===== src/rtl/apb_cluster_boot_ctrl.sv =====
// APB-programmable reset/boot sequencer for NUM_CLUSTERS accelerator clusters.
// Each cluster has its own lane: release reset, count a programmable delay,
// then raise fetch enable. Sticky end-of-computation bits drive a level IRQ.
// Optional feature macro: CLUSTER_BOOT_AUTOSTART_EN (cluster 0 self-starts
// on the first clock edge after reset using the DELAY reset value).

package apb_cluster_boot_pkg;
  typedef enum logic [1:0] {
    ST_OFF     = 2'd0,
    ST_RELEASE = 2'd1,
    ST_RUN     = 2'd2
  } lane_state_e;

  // Decoded, already-qualified register writes for one cluster lane.
  typedef struct packed {
    logic ctrl_wr;
    logic start;
    logic stop;
    logic en_sa;
    logic delay_wr;
    logic eoc_clr;
  } lane_req_t;

  // Lane status visible on the register read path.
  typedef struct packed {
    lane_state_e state;
    logic        eoc;
    logic        en_sa;
  } lane_rsp_t;
endpackage

// One cluster: command capture, DELAY/EN_SA_BOOT/EOC registers and boot FSM.
module apb_cluster_boot_lane
  import apb_cluster_boot_pkg::*;
#(
  parameter int DELAY_W = 8
) (
  input  logic               clk_i,
  input  logic               rst_i,
  input  lane_req_t          req_i,
  input  logic [DELAY_W-1:0] wdelay_i,
  input  logic               autostart_i,
  input  logic               eoc_i,
  output logic [DELAY_W-1:0] delay_o,
  output lane_rsp_t          rsp_o,
  output logic               rstn_o,
  output logic               fetch_en_o,
  output logic               en_sa_boot_o
);
  lane_state_e        state_q, state_d;
  logic [DELAY_W-1:0] cnt_q, cnt_d, delay_q;
  logic               start_q, stop_q, en_sa_q, eoc_q, rstn_q, fetch_q;

  // Capture START/STOP pulses one cycle after the write; hold R/W and sticky bits.
  always_ff @(posedge clk_i or posedge rst_i) begin
    if (rst_i) begin
      start_q <= 1'b0;
      stop_q  <= 1'b0;
      en_sa_q <= 1'b0;
      delay_q <= DELAY_W'(16);
      eoc_q   <= 1'b0;
    end else begin
      start_q <= (req_i.ctrl_wr & req_i.start) | autostart_i;
      stop_q  <= req_i.ctrl_wr & req_i.stop;
      if (req_i.ctrl_wr)  en_sa_q <= req_i.en_sa;
      if (req_i.delay_wr) delay_q <= wdelay_i;
      // A set in the same cycle as a software clear wins.
      eoc_q   <= (eoc_i & (state_q == ST_RUN)) | (eoc_q & ~req_i.eoc_clr);
    end
  end

  // Next-state logic: STOP dominates; START only honoured from OFF.
  always_comb begin
    state_d = state_q;
    cnt_d   = cnt_q;
    if (stop_q) begin
      state_d = ST_OFF;
    end else begin
      case (state_q)
        ST_OFF: begin
          if (start_q) begin
            state_d = ST_RELEASE;
            cnt_d   = delay_q;
          end
        end
        ST_RELEASE: begin
          if (cnt_q == '0) state_d = ST_RUN;
          else             cnt_d   = cnt_q - DELAY_W'(1);
        end
        ST_RUN:  state_d = ST_RUN;
        default: state_d = ST_OFF;
      endcase
    end
  end

  // State register plus registered pin outputs derived from the next state.
  always_ff @(posedge clk_i or posedge rst_i) begin
    if (rst_i) begin
      state_q <= ST_OFF;
      cnt_q   <= '0;
      rstn_q  <= 1'b0;
      fetch_q <= 1'b0;
    end else begin
      state_q <= state_d;
      cnt_q   <= cnt_d;
      rstn_q  <= (state_d != ST_OFF);
      fetch_q <= (state_d == ST_RUN);
    end
  end

  assign delay_o      = delay_q;
  assign rsp_o.state  = state_q;
  assign rsp_o.eoc    = eoc_q;
  assign rsp_o.en_sa  = en_sa_q;
  assign rstn_o       = rstn_q;
  assign fetch_en_o   = fetch_q;
  assign en_sa_boot_o = en_sa_q;
endmodule

module apb_cluster_boot_ctrl
  import apb_cluster_boot_pkg::*;
#(
  parameter int NUM_CLUSTERS   = 2,
  parameter int APB_ADDR_WIDTH = 32,
  parameter int APB_DATA_WIDTH = 32,
  parameter int DELAY_W        = 8
) (
  input  logic                      clk_i,
  input  logic                      rst_i,
  input  logic                      psel_i,
  input  logic                      penable_i,
  input  logic                      pwrite_i,
  input  logic [APB_ADDR_WIDTH-1:0] paddr_i,
  input  logic [APB_DATA_WIDTH-1:0] pwdata_i,
  output logic [APB_DATA_WIDTH-1:0] prdata_o,
  output logic                      pready_o,
  output logic                      pslverr_o,
  input  logic [NUM_CLUSTERS-1:0]   eoc_i,
  output logic [NUM_CLUSTERS-1:0]   cluster_rstn_o,
  output logic [NUM_CLUSTERS-1:0]   cluster_en_sa_boot_o,
  output logic [NUM_CLUSTERS-1:0]   cluster_fetch_en_o,
  output logic                      irq_o
);
  logic [8:0]                              addr;
  logic [NUM_CLUSTERS-1:0]                 sel_c, eoc_vec, irq_en_q;
  logic                                    sel_irq, mapped, wr_en, irq_q, autostart;
  lane_req_t [NUM_CLUSTERS-1:0]            req;
  lane_rsp_t [NUM_CLUSTERS-1:0]            rsp;
  logic [NUM_CLUSTERS-1:0][DELAY_W-1:0]    dly;
  logic [APB_DATA_WIDTH-1:0]               rdata;
  logic                                    unused_bits;

  assign addr        = paddr_i[8:0];
  assign wr_en       = psel_i & penable_i & pwrite_i;
  assign unused_bits = ^{paddr_i, pwdata_i};

  // Address decode: per-cluster windows at 0x10*c (CTRL/DELAY/STATUS), IRQ_EN at 0x100.
  always_comb begin
    sel_irq = (addr == 9'h100);
    sel_c   = '0;
    for (int c = 0; c < NUM_CLUSTERS; c++)
      sel_c[c] = ~addr[8] && (addr[7:4] == 4'(c)) && (addr[1:0] == 2'b00) &&
                 (addr[3:2] != 2'b11);
    mapped  = sel_irq | (|sel_c);
  end

  // Turn a committed write into per-lane register strobes.
  always_comb begin
    for (int c = 0; c < NUM_CLUSTERS; c++) begin
      req[c]          = '0;
      req[c].ctrl_wr  = wr_en & sel_c[c] & (addr[3:2] == 2'b00);
      req[c].start    = pwdata_i[0];
      req[c].stop     = pwdata_i[1];
      req[c].en_sa    = pwdata_i[2];
      req[c].delay_wr = wr_en & sel_c[c] & (addr[3:2] == 2'b01);
      req[c].eoc_clr  = wr_en & sel_c[c] & (addr[3:2] == 2'b10) & pwdata_i[4];
    end
  end

  // Read mux; unmapped addresses fall through to zero.
  always_comb begin
    rdata = '0;
    if (sel_irq) rdata = APB_DATA_WIDTH'(irq_en_q);
    for (int c = 0; c < NUM_CLUSTERS; c++) begin
      if (sel_c[c]) begin
        case (addr[3:2])
          2'b00: rdata[2] = rsp[c].en_sa;
          2'b01: rdata = APB_DATA_WIDTH'(dly[c]);
          2'b10: begin
            rdata[1:0] = rsp[c].state;
            rdata[4]   = rsp[c].eoc;
          end
          default: ;
        endcase
      end
    end
  end

  assign prdata_o  = psel_i ? rdata : '0;
  assign pready_o  = 1'b1;
  assign pslverr_o = psel_i & penable_i & ~mapped;

  // IRQ enable register and registered level interrupt.
  always_ff @(posedge clk_i or posedge rst_i) begin
    if (rst_i) begin
      irq_en_q <= '0;
      irq_q    <= 1'b0;
    end else begin
      if (wr_en & sel_irq) irq_en_q <= pwdata_i[NUM_CLUSTERS-1:0];
      irq_q <= |(eoc_vec & irq_en_q);
    end
  end
  assign irq_o = irq_q;

`ifdef CLUSTER_BOOT_AUTOSTART_EN
  logic boot_done_q;
  // Emit a single START for cluster 0 on the first edge out of reset.
  always_ff @(posedge clk_i or posedge rst_i) begin
    if (rst_i) boot_done_q <= 1'b0;
    else       boot_done_q <= 1'b1;
  end
  assign autostart = ~boot_done_q;
`else
  assign autostart = 1'b0;
`endif

  for (genvar c = 0; c < NUM_CLUSTERS; c++) begin : g_lane
    apb_cluster_boot_lane #(.DELAY_W(DELAY_W)) u_lane (
      .clk_i       (clk_i),
      .rst_i       (rst_i),
      .req_i       (req[c]),
      .wdelay_i    (pwdata_i[DELAY_W-1:0]),
      .autostart_i ((c == 0) ? autostart : 1'b0),
      .eoc_i       (eoc_i[c]),
      .delay_o     (dly[c]),
      .rsp_o       (rsp[c]),
      .rstn_o      (cluster_rstn_o[c]),
      .fetch_en_o  (cluster_fetch_en_o[c]),
      .en_sa_boot_o(cluster_en_sa_boot_o[c])
    );
    assign eoc_vec[c] = rsp[c].eoc;
  end
endmodule

===== config.mk =====
export PLATFORM = sky130hd
export DESIGN_NAME = apb_cluster_boot_ctrl
export DESIGN_NICKNAME = d
export VERILOG_FILES = /design/src/rtl/apb_cluster_boot_ctrl.sv
export SDC_FILE = /design/constraint.sdc
export NUM_CORES = 1
export LEC_CHECK = 0
export CORE_MARGIN = 3
export CORE_UTILIZATION = 24
export CTS_BUF_LIST = sky130_fd_sc_hd__clkbuf_8
export CTS_CLUSTER_SIZE = 10
export DETAILED_ROUTE_END_ITERATION = 6
export MAX_ROUTING_LAYER = met4
export PLACE_DENSITY = 0.53
export SETUP_SLACK_MARGIN = 0.5
export SYNTH_ARGS = -nofsm -noshare
export SYNTH_HDL_FRONTEND = slang
export SYNTH_SLANG_ARGS = --single-unit
export TNS_END_PERCENT = 100

===== constraint.sdc =====
create_clock -name clk_i -period 1.93 [get_ports clk_i]
set_input_delay 0.386 -clock clk_i [delete_from_list [all_inputs] [get_ports clk_i]]
set_output_delay 0.386 -clock clk_i [all_outputs]
set_load 0.005 [all_outputs]

==> results of run 1 <==
==> cells by family after synthesis <==
logic type,synth area share [%]
simple gates,19.7
compound gates,16.0
buf+inv,10.5
flops,42.7
mux,7.52
fa+ha+maj,3.34
other cells,0.251
==> synth_stat cells (7+ instances only) <==
library cell,number,area share [%]
sky130_fd_sc_hd__a21oi_1,19,3.2
sky130_fd_sc_hd__a22oi_1,11,2.8
sky130_fd_sc_hd__buf_4,32,8.0
sky130_fd_sc_hd__clkbuf_1,7,0.88
sky130_fd_sc_hd__dfrtp_1,49,41
sky130_fd_sc_hd__ha_1,8,3.3
sky130_fd_sc_hd__inv_1,9,1.1
sky130_fd_sc_hd__mux2_2,20,7.5
sky130_fd_sc_hd__nand2_1,12,1.5
sky130_fd_sc_hd__nand3_1,11,1.8
sky130_fd_sc_hd__nand4_1,7,1.5
sky130_fd_sc_hd__nor2_1,22,2.8
sky130_fd_sc_hd__o21ai_0,9,1.5
sky130_fd_sc_hd__o2bb2ai_1,7,2.0
==> metal layers <==
metal / part of all wire, % / vias up
met5: 0 / -
met4: 1.4 / 0
met3: 3.4 / 10
met2: 49 / 77
met1: 47 / 1364
li1: - / 1294
==> metrics by stage <==
step	total power [mW]	cells
3_3_place_gp	1.57	520
6_report	2.49	597
4_1_cts	2.43	564
2_1_floorplan	1.42	318
3_5_place_dp	1.58	520
5_1_grt	2.59	597
==> path summary, 6_finish.rpt <==
check	startpoint	endpoint	slack, ns
setup / recovery	paddr_i[3]	prdata_o[1]	-0.19
hold / removal	rst_i	g_lane[1].u_lane.rstn_o$_DFF_PP0_	0.41
setup reg to reg	g_lane[0].u_lane.cnt_q[0]$_DFFE_PP0P_	g_lane[0].u_lane.cnt_q[7]$_DFFE_PP0P_	0.26
hold reg to reg	g_lane[1].u_lane.stop_q$_DFF_PP0_	g_lane[1].u_lane.fetch_en_o$_DFF_PP0_	0.52
max in group asynchronous	rst_i	g_lane[0].u_lane.delay_o[4]$_DFFE_PP1P_	1.02
min in group clk_i	g_lane[1].u_lane.stop_q$_DFF_PP0_	g_lane[1].u_lane.fetch_en_o$_DFF_PP0_	0.52
==> cell type report <==
class                           instances  area [um2]
Fill cell                            1165        7010
Timing Repair Buffer                  143        1380
Inverter                               11        60.1
Clock inverter                          3        43.8
Multi-Input combinational cell        216        2060
Clock buffer                            5        68.8
Sequential cell                        51        1280
Tap cell                              168         210
==> power groups by stage <==
stage	logic, mW	registers, mW	clock network, mW
3_5_place_dp	0.387	1.19	0
6_report	0.551	1.18	0.762
4_1_cts	0.478	1.17	0.779
3_3_place_gp	0.383	1.19	0
2_1_floorplan	0.243	1.18	0
5_1_grt	0.597	1.18	0.816
==> timing repair <==
item | 4_1_cts | 5_1_grt
pin swaps | 41 | 51
setup buffers | 36 | 33
endpoints found under the setup margin | 60 | 54
cloned | 0 | 0
gates resized for setup | 159 | 95
==> cell usage in the layout (no fill, tap or decap), drive strengths merged, types with 2 or more instances in the layout <==
cell type / instances
a21o: 2
a21oi: 19
a221o: 2
a22o: 3
a22oi: 11
and2: 4
and3: 5
buf: 122
clkbuf: 7
clkdlybuf4s50: 12
clkinv: 3
conb: 25
dfrtp: 49
dfstp: 2
dlygate4sd2: 6
ha: 8
inv: 9
mux2: 20
nand2: 13
nand2b: 4
nand3: 11
nand4: 8
nor2: 24
nor2b: 2
nor3: 6
nor4: 6
nor4b: 2
o211ai: 5
o21ai: 9
o22ai: 2
o2bb2ai: 7
o31ai: 2
or2: 3
==> sequential cells by signal, indices dropped and copies added (netlist names) <==
| signal | cells |
|---|---|
| g_lane.u_lane.cnt_q | 16 |
| g_lane.u_lane.rstn_o | 2 |
| g_lane.u_lane.en_sa_boot_o | 2 |
| irq_o | 1 |
| irq_en_q | 2 |
| g_lane.u_lane.eoc_q | 2 |
| g_lane.u_lane.stop_q | 2 |
| g_lane.u_lane.fetch_en_o | 2 |
| g_lane.u_lane.delay_o | 16 |
| g_lane.u_lane.start_q | 2 |
| g_lane.u_lane.state_q | 4 |
==> flow_summary.toml, run 1 <==
[global_routing]
grtUsageMet1_pct = 17.8
global_route.usage.met2_pct = 19.0
grtUsageTotal_pct = 12.8
grt_first_pass_wirelength_um = 14200
grt_util_met3_pct = 2.16
grt_pass1_vias = 2752
antenna_violations_before_repair = 0
grt_overflow = 0
grt_start_max_net_pins = 21
global_route.peak_usage_layer = "met2"

[worst_setup_path]
nature_of_the_critical_path_startpoint = "input port"
critical_path_arrival_ns = 1.73
worst-r2r-cell-count = 4
worstSetupEndpointType = "output port"
worst-setup-path-type = "in -> out"
timing.critical_path.required_ns = 1.54
critPathSlowestCell = "sky130_fd_sc_hd__a221o_1"
critical_path.cell_chain = "buf_8 > buf_6 > buf_6 > inv_6 > ha_4 > nand3_4 > buf_6 > a221o_1 > and3_4 > buf_6"
worstPathBufferInverterCount = 6
critical_path.max_stage_delay_ns = 0.27
timing.critical_path.max_delay_family = "buffers and inverters"
path_depth = 10
critPathMaxFanout = 2
path_common_cell = "sky130_fd_sc_hd__buf_6"

[cts]
clock-root-buffer = "sky130_fd_sc_hd__clkbuf_8"
cts.clk_slew.worst_paths_ns = 0.09
worst_skew_pair_latency_ns = 0.31
numClockSinks = 51
clock_tree_from_tritoncts = "done"
cts_max_path_buffers = 2
post_cts_hold_buffer_count = 0
htreeDepth = 2
total_clock_buffers_created_by_cts = 5

[sta]
holdWs_ns = 0.407
finClkSkew_ns = 0.00993
rsz_0062_raised_after_global_routing = "yes"
min_period_over_period_pct = 110
drv_slew = 0
period_minus_slack_ns = 2.12
final-hold-violation-count = 0
peak_freq_mhz = 472
fin_ws_ns = -0.188
fin_setup_tns_ns = -1.32
number_of_failing_setup_endpoints_in_the_final_timing_report = 17

[power_and_ir_drop]
cellPowerDensity_nw_per_um2 = 487
sequential_share_of_power_pct = 47.2
p_sw_share_pct = 27.3
clkPwrFrac_pct = 30.6
power.leakage_nw = 2.23
vdd_drop_max_mv = 0.249
share_comb_of_total_power_pct = 22.1
power.switching_mw = 0.680
internal_mw = 1.81

[layout]
synthToLayoutAreaGrowth_pct = 70.4
final_area_um2 = 5100
finish.net_count = 507
insertedDiodeCount = 0
layout.core_utilization_pct = 42.1
post_route_cells_drive_above_1_share_pct = 59.0

[flow_run]
drv_cap = 0

[placement]
gpl.final_weighted_congestion = 0.820
io_buffers = 39
detailed_place.area_um2 = 3860
dpl.hpwl_um = 6160
preCtsSetupSlack_ns = -1.03

[die]
ioPinCount = 112
placementRows = 40
core_area_um2 = 12100
dieHeight_um = 118
die_w_um = 118
initial_core_util_pct = 24.7
die_area_um2 = 13900

[logic_synthesis]
cell_variety_after_synth = 54
ys_dominant_reg_cell = "sky130_fd_sc_hd__dfrtp_1"
syn-cell-area_um2 = 3000
synthArstFlopShare_pct = 100
synth.yosys.warnings = 0
avgSynthCellArea_um2 = 10.2
proportion_of_synthesized_chip_area_in_sequential_cells_pct = 42.7
synth.ff_latch_count = 51
synthesis.instances = 295
synth_edf_count = 0

[detailed_routing]
routed_wire_length_per_instance_um = 15.9
route.vias.total = 2745
detail_route.first_pass.iterations = 4
drt_iter0_drc = 117
drc = 0
route.detailed.vias_per_inst = 4.60
antenna_left = 0
wl_um = 9520

[outcome]
run_status = "complete, but fails checks"
violations = "negative setup slack"

[worst_hold_path]
hp-class = "in -> async"
Note: power is estimated with default switching activity, not from simulation.
==> run 2, diff against run 1 <==
Settings changed: CORE_ASPECT_RATIO from default to 1.5.
Clock period 1.93 ns to 2.7 ns, I/O delays scaled along.
==> run 2 against run 1 <==
Net effect: the run now ends clean; die area rose by 0.20%; clock power fell by 43%; final area shrank 26%; setup slack gained 0.52 ns; worst hold slack better by 0.043 ns; global-route usage fell by 0.68 points.
==> flow_summary.toml, run 2 (synthesis results as in run 1) <==
[detailed_routing]
route.vias.total = 2410
route.detailed.vias_per_inst = 4.77
antenna_left = 0
drc = 0
routed_wire_length_per_instance_um = 15.8
detail_route.first_pass.iterations = 4
drt_iter0_drc = 97
wl_um = 7990

[global_routing]
grtUsageMet1_pct = 11.7
grt_util_met3_pct = 2.00
grtUsageTotal_pct = 12.1
grt_start_max_net_pins = 31
antenna_violations_before_repair = 0
grt_pass1_vias = 2503
grt_first_pass_wirelength_um = 12900
global_route.peak_usage_layer = "met2"
global_route.usage.met2_pct = 23.4
grt_overflow = 0

[worst_setup_path]
setup.reg_to_reg.worst_slack_ns = 0.70
crit-reg2reg-launch = "g_lane[0].u_lane.cnt_q[0]$_DFFE_PP0P_"
worstSetupEndpointType = "output port"
critical_path_arrival_ns = 1.83
worst-setup-path-type = "in -> out"
worst_setup_path_startpoint = "paddr_i[3]"
timing.critical_path.required_ns = 2.16
nature_of_the_critical_path_startpoint = "input port"
critPathMaxFanout = 4

[power_and_ir_drop]
clkPwrFrac_pct = 28.7
p_sw_share_pct = 28.0
power.leakage_nw = 1.65
report.power.total_mw = 1.51
internal_mw = 1.09
cellPowerDensity_nw_per_um2 = 400
share_comb_of_total_power_pct = 15.7
sequential_share_of_power_pct = 55.6
vdd_drop_max_mv = 0.152
power.switching_mw = 0.422

[placement]
detailed_place.area_um2 = 3530
io_buffers = 39
preCtsSetupSlack_ns = -0.604
gpl.final_weighted_congestion = 0.835
dpl.hpwl_um = 6010

[die]
initial_core_util_pct = 24.8
dieHeight_um = 143
placementRows = 49
die_area_um2 = 13900
ioPinCount = 112
core_area_um2 = 12100
die_w_um = 97.2

[flow_run]
drv_cap = 0

[sta]
holdWs_ns = 0.450
number_of_failing_setup_endpoints_in_the_final_timing_report = 0
min_period_over_period_pct = 87.8
final-hold-violation-count = 0
period_minus_slack_ns = 2.37
rsz_0062_raised_after_global_routing = "yes"
worst_pin_slew_ns = 0.769
timing.max_slew.rel_slack_pct = 48.5
peak_freq_mhz = 422
drv_slew = 0
finClkSkew_ns = 0.0122
fin_ws_ns = 0.329

[layout]
finish.net_count = 431
post_route_cells_drive_above_1_share_pct = 32.1
insertedDiodeCount = 0
most-common-layout-cells = "sky130_fd_sc_hd__dfrtp_1, sky130_fd_sc_hd__conb_1, sky130_fd_sc_hd__nor2_1, sky130_fd_sc_hd__buf_4, sky130_fd_sc_hd__clkdlybuf4s50_1"
synthToLayoutAreaGrowth_pct = 26.0
filler_cell_count = 1249
final_area_um2 = 3770
most_common_cell_after_layout_fill_and_taps_aside = "sky130_fd_sc_hd__dfrtp_1"
layout.core_utilization_pct = 31.3

[cts]
clock_tree_from_tritoncts = "done"
htreeDepth = 2
numClockSinks = 51
worst_skew_pair_latency_ns = 0.32
cts_max_path_buffers = 2
cts.clk_slew.worst_paths_ns = 0.09
clock-root-buffer = "sky130_fd_sc_hd__clkbuf_8"
total_clock_buffers_created_by_cts = 5

[outcome]
run_status = "finished clean"

[worst_hold_path]
hp-class = "reg -> reg"
hold_path_startpoint = "g_lane[1].u_lane.stop_q$_DFF_PP0_"
run 2: changes by cell type in the layout (fill, tap and decap cells not counted), sizes merged:
cell,before,now
buf,122,44
clkdlybuf4s50,12,21
dlygate4sd2,6,0
inv,9,13
clkinv,3,0
clkbuf,7,5
clkdlybuf4s15,0,2
bufinv,1,0
clkinvlp,1,0
dlymetal6s2s,1,0
run 2: through the flow:
step                instances  setup TNS, ns
finish                    505              0
global route              505              0
CTS                       505              0
detailed placement        487          -5.52
global placement          487          -4.86
floorplan                 318              0
run 2: repair_timing:
item / 4_1_cts / 5_1_grt
resized for setup: 104 / 3
endpoints found under the setup margin: 25 / 9
hold buffers: 0 / 0
pin swaps: 24 / 4
buffers inserted: 11 / 0
run 2: cell type report:
type,count,area (um2),share of cell area (%)
well taps,153,191,5.07
flip-flops and latches,51,1280,33.9
clock buffers,5,68.8,1.82
multi-input cells,216,1600,42.5
repair buffers,67,579,15.3
inverters,11,46.3,1.23
clock inverters,2,7.51,0.199
run 2: final timing paths:
check	end	cells past startpoint
hold reg to reg	g_lane[1].u_lane.fetch_en_o$_DFF_PP0_	1
min in group asynchronous	g_lane[0].u_lane.delay_o[6]$_DFFE_PP0P_	2
setup reg to reg	g_lane[0].u_lane.cnt_q[6]$_DFFE_PP0P_	6
max in group asynchronous	g_lane[0].u_lane.delay_o[4]$_DFFE_PP1P_	3
setup / recovery	prdata_o[5]	9
hold / removal	g_lane[1].u_lane.fetch_en_o$_DFF_PP0_	1
run 2: power by group through the flow:
stage	Sequential, mW	Combinational [mW]	Clock, mW
2_1_floorplan	0.841	0.156	0
3_3_place_gp	0.854	0.222	0
3_5_place_dp	0.854	0.225	0
4_1_cts	0.840	0.237	0.442
5_1_grt	0.845	0.264	0.463
6_report	0.840	0.237	0.433
run 2: metal layers:
layer	up-vias	share of wire, %
met5	-	0
met1	1204	36
met2	55	58
met4	0	2.8
li1	1136	-
met3	15	3.6
run 2: critical path, stage by stage:
cell	delay (ns)
sky130_fd_sc_hd__buf_8	0.10
sky130_fd_sc_hd__ha_4	0.15
sky130_fd_sc_hd__nor4_4	0.22
sky130_fd_sc_hd__buf_4	0.18
sky130_fd_sc_hd__and2_4	0.16
sky130_fd_sc_hd__buf_6	0.13
sky130_fd_sc_hd__a22oi_2	0.07
sky130_fd_sc_hd__nor2_1	0.13
sky130_fd_sc_hd__buf_2	0.13
==> run 3, diff against run 2 <==
Settings changed: ABC_AREA from default to 0, PLACE_DENSITY 0.53 to default.
==> run 3 against run 2 <==
Net effect: power up 0.58%; sequential power about the same; setup slack worse by 0.16 ns; final area up 6.1%; non-clock buffer count up 18; largest power group unchanged; fmax down 6.5%; via count up 5.4%; clock power up 0.9%; first-iteration DRC count up 11%; flip-flop and latch count unchanged; die area unchanged; critical path type unchanged; critical path depth up 1.
==> flow_summary.toml, run 3 (synthesis results as in run 1) <==
[global_routing]
grt_overflow = 0
grt_start_max_net_pins = 41
grt_first_pass_wirelength_um = 13200
antenna_violations_before_repair = 0
grtUsageTotal_pct = 12.2
grt_pass1_vias = 2637

[sta]
period_minus_slack_ns = 2.53
fin_setup_tns_ns = 0
holdWs_ns = 0.451
timing.max_slew.rel_slack_pct = 49.7
finClkSkew_ns = 0.00794
min_period_over_period_pct = 93.9
drv_slew = 0
fin_ws_ns = 0.166
final-hold-violation-count = 0
rsz_0062_raised_after_global_routing = "yes"
worst_pin_slew_ns = 0.750
peak_freq_mhz = 395
number_of_failing_setup_endpoints_in_the_final_timing_report = 0

[worst_setup_path]
critPathSlowestCell = "sky130_fd_sc_hd__nor4_4"
critical_path.max_stage_delay_ns = 0.32
critPathMaxFanout = 4
path_common_cell = "sky130_fd_sc_hd__buf_6"
ff_to_ff_end = "g_lane[0].u_lane.cnt_q[6]$_DFFE_PP0P_"
worstSetupEndpointType = "output port"
critical_path_arrival_ns = 1.99
setup.reg_to_reg.worst_slack_ns = 0.75
crit-reg2reg-launch = "g_lane[0].u_lane.cnt_q[0]$_DFFE_PP0P_"
worst-r2r-cell-count = 6
worst-setup-path-type = "in -> out"
critical_path.cell_chain = "buf_8 > ha_4 > nor4_4 > buf_4 > buf_6 > nand2_4 > buf_6 > o22ai_2 > and3_4 > buf_6"
timing.critical_path.required_ns = 2.16
nature_of_the_critical_path_startpoint = "input port"

[detailed_routing]
route.detailed.vias_per_inst = 4.85
wl_um = 8250
antenna_left = 0
drc = 0
routed_wire_length_per_instance_um = 15.7
route.vias.total = 2540
drt_iter0_drc = 108
detail_route.first_pass.iterations = 4

[placement]
gpl.final_weighted_congestion = 0.864
io_buffers = 39
detailed_place.area_um2 = 3540
preCtsSetupSlack_ns = -0.555
dpl.hpwl_um = 5910

[layout]
most_common_cell_after_layout_fill_and_taps_aside = "sky130_fd_sc_hd__dfrtp_1"
synthToLayoutAreaGrowth_pct = 33.7
finish.net_count = 449
insertedDiodeCount = 0
most-common-layout-cells = "sky130_fd_sc_hd__dfrtp_1, sky130_fd_sc_hd__buf_4, sky130_fd_sc_hd__conb_1"
post_route_cells_drive_above_1_share_pct = 34.8
final_area_um2 = 4010

[cts]
clock_tree_from_tritoncts = "done"
cts_max_path_buffers = 2
numClockSinks = 51
total_clock_buffers_created_by_cts = 5
cts.clk_slew.worst_paths_ns = 0.09
clock-root-buffer = "sky130_fd_sc_hd__clkbuf_8"
htreeDepth = 2
post_cts_hold_buffer_count = 0
worst_skew_pair_latency_ns = 0.31

[die]
placementRows = 49
dieHeight_um = 143
die_area_um2 = 13900
die_w_um = 97.2
initial_core_util_pct = 24.8
core_area_um2 = 12100
ioPinCount = 112

[flow_run]
drv_cap = 0

[power_and_ir_drop]
cellPowerDensity_nw_per_um2 = 379
power.leakage_nw = 1.77
vdd_drop_max_mv = 0.170

[worst_hold_path]
hold_path_end = "g_lane[1].u_lane.fetch_en_o$_DFF_PP0_"
hold_path_depth = 1
hold_path_startpoint = "g_lane[1].u_lane.stop_q$_DFF_PP0_"
hp-class = "reg -> reg"

[outcome]
run_status = "finished clean"
[run 3: metal layers]
metal  up-vias  GRT usage (%)  routed length [um]
met1      1273           11.6                2910
met3        24           1.86                 289
met2        76           22.7                4590
met5         -              -                   0
li1       1167              -                   -
met4         0           8.32                 462
[run 3: layout make-up]
class                           instances  area, um2
Fill cell                            1182       8070
Multi-Input combinational cell        216       1630
Timing Repair Buffer                   85        781
Tap cell                              153        191
Sequential cell                        51       1280
Clock inverter                          3       16.3
Clock buffer                            5       68.8
Inverter                               11       43.8
[run 3: critical path, delay by kind of cell]
family | cells | cell delay [ns]
AND/OR/NAND/NOR | 3 | 0.58
adder cells (fa/ha/maj) | 1 | 0.16
buffers and inverters | 5 | 0.59
AO/OA/AOI/OAI | 1 | 0.12
[run 3: power by group]
part           switching (mW)  total [mW]  internal, mW
combinational           0.124       0.242         0.118
sequential             0.0385       0.840         0.801
clock                   0.259       0.437         0.178
[run 3: how the worst max path moves through the flow]
stage | start | endpoint | depth (start not counted)
2_1_floorplan | paddr_i[2] | prdata_o[0] | 5
3_5_place_dp | paddr_i[2] | prdata_o[7] | 7
3_3_place_gp | paddr_i[2] | prdata_o[5] | 7
6_report | paddr_i[3] | prdata_o[4] | 10
5_1_grt | paddr_i[3] | prdata_o[0] | 9
4_1_cts | paddr_i[3] | prdata_o[1] | 8
[run 3: stage by stage]
step,util [%],power (mW),std cells
global placement,29.3,1.07,488
global route,33.2,1.59,524
detailed placement,29.3,1.08,488
floorplan,-,0.997,318
CTS,32.4,1.52,520
finish,33.2,1.52,524
[run 3: what timing repair did]
| action | in CTS | in global routing |
|---|---|---|
| resized for setup | 105 | 17 |
| endpoints found under the setup margin | 25 | 17 |
| pin swaps | 19 | 7 |
| setup buffers | 24 | 4 |
